==> src/rtl/gate_exhaustive_checker_settle_timer.sv <==
// settle_timer: load/count/expire counter that times the settle interval
// between driving a vector and sampling the gate output.
//   clk, rst : clock and synchronous active-high reset
//   load     : clear the count to 0
//   en       : increment the count
//   expired  : count has reached SETTLE_CYC-1
module settle_timer #(
  parameter int unsigned SETTLE_CYC = 4
) (
  input  logic clk,
  input  logic rst,
  input  logic load,
  input  logic en,
  output logic expired
);

  localparam int unsigned CW = $clog2(SETTLE_CYC + 1);

  logic [CW-1:0] count;

  always_ff @(posedge clk) begin
    if (rst) begin
      count <= '0;
    end else if (load) begin
      count <= '0;
    end else if (en) begin
      count <= count + CW'(1);
    end
  end

  assign expired = (count == CW'(SETTLE_CYC - 1));

endmodule

==> config.mk <==
export PLATFORM = sky130hd
export DESIGN_NAME = settle_timer
export DESIGN_NICKNAME = d
export VERILOG_FILES = /design/src/rtl/gate_exhaustive_checker_settle_timer.sv
export SDC_FILE = /design/constraint.sdc
export NUM_CORES = 1
export LEC_CHECK = 0
export BUFFER_PORTS_ARGS = -buffer_cell sky130_fd_sc_hd__buf_2
export CORE_AREA = 5 5 42 44
export DETAILED_ROUTE_END_ITERATION = 8
export DIE_AREA = 0 0 47 49
export GPL_TIMING_DRIVEN = 1
export PLACE_DENSITY = 0.3
export SETUP_SLACK_MARGIN = 0.4
export SLEW_MARGIN = 10
export SYNTH_ARGS = -nofsm -noshare
export SYNTH_HDL_FRONTEND = slang
export SYNTH_SLANG_ARGS = --single-unit
==> constraint.sdc <==
create_clock -name clk -period 1.6 [get_ports clk]
set_clock_uncertainty 0.05 [all_clocks]
set_input_delay 0.24 -clock clk [delete_from_list [all_inputs] [get_ports clk]]
set_output_delay 0.24 -clock clk [all_outputs]
set_load 0.02 [all_outputs]
==> results of run 1 <==
worst max path at each step:
stage	start	endpoint	slack, ns	cells past startpoint
after detailed placement	count[0]	count[2]	0.36	3
after global placement	count[0]	count[2]	0.40	3
after global routing	count[0]	expired	0.28	3
after CTS	count[0]	expired	0.31	3
after floorplan	count[0]	count[2]	0.42	3
final	count[0]	expired	0.32	3
timing repair:
action / in CTS / in global routing
resized for setup: 7 / 0
pin swaps: 2 / 1
buffers inserted: 0 / 1
endpoints found under the setup margin: 2 / 1
metal layers:
metal  global-route usage  part of all wire  up-vias
met2               0.0566              0.52        4
met3               0.0443             0.037        2
met5                    0                 0        -
met4               0.0691             0.063        0
li1                     -                 -       60
met1               0.0374              0.38       59
report_power, final:
group          internal [mW]  total, mW  switching (mW)
clock                 0.0934      0.132          0.0382
sequential            0.0783     0.0807         0.00236
combinational         0.0109     0.0223          0.0114
total                  0.183      0.234          0.0519
cells by family after synthesis:
family	count (synthesis)
adders and majority gates	2
and+or+nand+nor	3
xor gates and xnor gates	1
buffers and inverters	1
DFF	3
AOI/OAI and AO/OA	1
muxes	1
cell type report:
type | instances | area [µm²] | share of cell area
repair buffers | 5 | 33.8 | 0.133
well taps | 16 | 20.0 | 0.0788
flip-flops and latches | 3 | 62.6 | 0.246
multi-input cells | 8 | 108 | 0.424
inverters | 1 | 3.75 | 0.0148
clock buffers | 4 | 26.3 | 0.103
per-stage QoR:
step | area [µm²] | cells | total power [mW] | util | setup slack [ns]
3_3_place_gp | 189 | 32 | 0.0988 | 0.135 | 0.401
5_1_grt | 254 | 37 | 0.257 | 0.181 | 0.283
2_1_floorplan | 149 | 12 | 0.0895 | - | 0.418
3_5_place_dp | 189 | 32 | 0.0991 | 0.135 | 0.362
4_1_cts | 246 | 36 | 0.240 | 0.176 | 0.311
6_report | 254 | 37 | 0.234 | 0.181 | 0.321
placed cells by master (no fill, tap or decap):
cell,n
dfxtp_2,2
clkbuf_1,1
nor3_2,2
xnor2_1,1
buf_2,3
ha_4,2
mux2i_1,1
buf_4,1
a2111oi_2,1
dfxtp_1,1
buf_6,1
inv_1,1
clkbuf_4,3
nor2_1,1
==> run metrics, run 1 <==
Hold Vio Cnt, Final 0; Required @ worst endpoint 1.31 ns; Critical Path Fanout Max 2; Rel. slew slack 0.825; IO Pins 5; routed vias 125; top flop regs count: 3 flops; Max Cap Viol 0; Seq/Total Area, Yosys 0.410; async set-reset flop share out of synthesis 0; clock transition at the registers of the reported paths 0.03 ns; htree depth 1; R2R Setup Slk 0.47 ns; Post-synth EDFFs 0; CTS root buffer clkbuf_4; library cells used by synthesis 8; CP cell instances ha_4 -> ha_4 -> buf_6; Synth Register Bits 3; fmax 0.782 GHz; Synth Area in Simple Gates 0.162; max reg flops 3; Detailed Route WL 351 µm; DRC 0; first-pass GRT wire length 634 µm; WP buf/inv 1; most common cell in the netlist dfxtp_1; Most common cell on crit path ha_4; # fillers 164; Syn Inst Count 12; worst slew pin tran 0.262 ns; die area 2300 µm²; mux cell area share after synthesis 0.0684; CTS hold repair buffers 0; Top reg by flops count; n_diodes 0; status finished, final reports clean; slowest stage delay, CP 0.33 ns; first drt pass iteration count 2; Clock Path Buffers 2; Yosys top cell area share 0.410; top cells by area, synth dfxtp_1 (41%), ha_1 (17%), nor3_2 (14%); CTS tree yes; Tightest Hold Check Type in2reg; share of post-route cells with drive strength above 1 0.714; final-stage net count 28; syn_area_per_cell 12.2 µm²; Mapped Area 146 µm²; antenna violations before repair 0; Synth Flop Type dfxtp_1; Synth-to-Final Area Change 73.5%; Final period util 0.800; CP arrival 0.99 ns; Starting Density 0.104; std cell rows 14; WS Path Type reg2out; Setup Viol. Count Final 0; core box area 1400 µm²; syn nets 18; P_leak 0.0939 nW; vias in the first global route 144; YS warnings 0; Max VDD drop 0.291 mV; Clk Latency, worst-skew pair 0.23 ns; Placer Congestion 0.596; GRT Resource Usage Total 0.0486; Hold Path End count[1]; area leader, netlist dfxtp_1; Die Span Y 49 µm; Slew Viols, Final 0; min-delay src rst; Synth Area in Compound Gates 0.103; worst hold slack 0.175 ns; pwr dens 923 nW/µm²; Tmin final 1.28 ns; reg2reg end count[2]; CTS buffer count 3; Worst Setup End Kind primary output; RSZ-0062 raised after global routing yes; die width 47 µm; largest net degree at the start of global routing 5; hold path depth 2; worst r2r path cells 3; Synth Area in XOR/XNOR 0.0598; Slowest cell on crit path dfxtp_2; CP delay by family, top flip-flops; PortBufs 4; WL/cell 9.49 µm; Setup Total Neg Slack 0 ns; Overflow after GRT 0; R2R Path Start count[0]; clock tree sinks 3; largest family of logic cells by synthesized area adder cells; antenna viol nets, final 0; Synth Area in Adders 0.171; Setup crit start kind register; vias per cell 3.38; hpwl dp 239 µm; initial DRC count 1; Synth top cells by count dfxtp_1 (3), ha_1 (2), nor3_2 (2)
No activity file was read; power rests on OpenSTA's default activity.
==> inputs of run 2 (changes only) <==
- clock period: 1.6 -> 1.1 ns (I/O delays scaled with it)
==> run 2 against run 1 <==
  * The flow now finishes with violations (setup timing)
  * Sequential share of layout area fell by 4.3 points
  * Routed wire length rose by 9.4%
  * Cell count rose by 5.4%
  * Largest cell class unchanged
  * Largest power group unchanged
  * Power rose by 56%
  * Highest routed layer unchanged
  * Hold slack got worse by 0.067 ns
  * Global-route usage fell by 0.92 points
  * Setup slack got worse by 0.42 ns
==> run metrics, run 2 (synthesis results as in run 1) <==
failing checks setup timing; die width 47 µm (unchanged); antenna violations before repair 0 (unchanged); Clock Path Buffers 2 (unchanged); Rel. slew slack 0.845 (was 0.825); # fillers 155 (was 164); first-pass GRT wire length 586 µm (was 634 µm); share of post-route cells with drive strength above 1 0.826 (was 0.714); worst setup margin -0.0968 ns (was 0.321 ns); Max Cap Viol 0 (unchanged); Synth-to-Final Area Change 110% (was 73.5%); htree depth 1 (unchanged); clock tree sinks 3 (unchanged); pwr dens 1190 nW/µm² (was 923 nW/µm²); std cell rows 14 (unchanged); Overflow after GRT 0 (unchanged); Inst Count DP 33 (was 32); GRT Resource Usage Total 0.0394 (was 0.0486); Setup Viol. Count Final 2 (was 0); clock transition at the registers of the reported paths 0.04 ns (was 0.03 ns); CTS buffer count 3 (unchanged); first drt pass iteration count 1 (was 2); Most common cell on crit path ha_4 (unchanged); fmax 0.836 GHz; Die Span Y 49 µm (unchanged); top flop regs count: 3 flops (unchanged); max reg flops 3 (unchanged); hpwl dp 228 µm (was 239 µm); worst slew pin tran 0.233 ns (was 0.262 ns); Tmin final 1.20 ns; most frequent cells in the layout clkbuf_4 (3), buf_2 (3) (was clkbuf_4 (3), buf_2 (3), nor3_2 (2), ha_4 (2), dfxtp_2 (2)); Final period util 1.09; CP cell instances ha_4 -> ha_4 -> buf_6 (unchanged); RSZ-0062 raised after global routing yes (unchanged); final-stage net count 30 (was 28); Tightest Hold Check Type in2reg (unchanged); slowest stage delay, CP 0.33 ns (about the same); Top reg by flops count (unchanged); Starting Density 0.104 (unchanged); Hold Vio Cnt, Final 0 (unchanged); Worst Setup End Kind primary output (unchanged); FF+latch area 62.6 µm² (unchanged); Slowest cell on crit path dfxtp_2 (unchanged); Required @ worst endpoint 0.88 ns (was 1.31 ns); vias per cell 3.41 (was 3.38); Slew Viols, Final 0 (unchanged); WL/cell 9.85 µm (was 9.49 µm); vias in the first global route 145 (was 144); DRC 0 (unchanged); Util after Layout 0.220 (was 0.181); CP arrival 0.98 ns (was 0.99 ns); multi-input logic area 143 µm² (was 108 µm²); CTS root buffer clkbuf_4 (unchanged); routed vias 133 (was 125); Layout Cells excl Fill 39 (was 37); core box area 1400 µm² (unchanged); P_leak 0.110 nW (was 0.0939 nW); IO Pins 5 (unchanged); Clk Latency, worst-skew pair 0.23 ns (about the same); die area 2300 µm² (unchanged); Detailed Route WL 384 µm (was 351 µm); Setup crit start kind register (unchanged); Max VDD drop 0.354 mV (was 0.291 mV); WS Path Type reg2out (unchanged); antenna viol nets, final 0 (unchanged); Placer Congestion 0.701 (was 0.596); Critical Path Fanout Max 2 (unchanged); status finished with violations (was finished, final reports clean); initial DRC count 0 (was 1); PortBufs 4 (unchanged); n_diodes 0 (unchanged); largest net degree at the start of global routing 5 (unchanged); CTS tree yes (unchanged)
-- run 2: area by class of cell --
| type | count | area share |
|---|---|---|
| repair buffers | 7 | 0.171 |
| flip-flops and latches | 3 | 0.203 |
| clock buffers | 4 | 0.0854 |
| well taps | 16 | 0.0650 |
| inverters | 1 | 0.0122 |
| multi-input cells | 8 | 0.463 |
-- run 2: path summary, 6_finish.rpt --
| path | depth (start not counted) | to | slack [ns] | from |
|---|---|---|---|---|
| max | 3 | expired | -0.1 | count[1] |
| min | 2 | count[0] | 0.11 | load |
| max reg2reg | 3 | count[2] | -0.02 | count[1] |
| min reg2reg | 2 | count[2] | 0.55 | count[2] |
-- run 2: through the flow --
| stage | TNS, ns | instance area [µm²] | power [mW] | setup slack, ns | hold slack, ns |
|---|---|---|---|---|---|
| 2_1_floorplan | -0.00826 | 174 | 0.133 | -0.00826 | 0.177 |
| 3_3_place_gp | -0.0285 | 221 | 0.150 | -0.0285 | 0.335 |
| 3_5_place_dp | -0.0384 | 221 | 0.150 | -0.0384 | 0.336 |
| 4_1_cts | -0.130 | 274 | 0.362 | -0.118 | 0.105 |
| 5_1_grt | -0.213 | 308 | 0.390 | -0.127 | 0.104 |
| 6_report | -0.116 | 308 | 0.365 | -0.0968 | 0.108 |
-- run 2: timing repair --
action | CTS | global route
setup buffers | 0 | 2
setup endpoints to repair | 4 | 4
pin swaps | 2 | 2
hold buffers | 0 | 0
resized for setup | 4 | 3
-- run 2: per-layer routing --
layer  share of wire  GRT usage  vias to the layer above
met4           0.044     0.0553                        0
met5               0          0                        -
met1            0.29     0.0351                       61
li1                -          -                       64
met3           0.089     0.0148                        2
met2            0.57     0.0543                        6
-- run 2: critical path, delay by kind of cell, from the launching register on --
| family | cells | cell delay [ns] |
|---|---|---|
| fa+ha+maj | 2 | 0.30 |
| flops | 1 | 0.33 |
| buf+inv | 1 | 0.12 |
-- run 2: where the power goes --
group	internal [mW]	total, mW	leakage (nW)	switching, mW
combinational	0.0301	0.0556	0.0693	0.0255
sequential	0.114	0.117	0.0253	0.00334
clock	0.136	0.193	0.0150	0.0567
total	0.280	0.365	0.110	0.0855
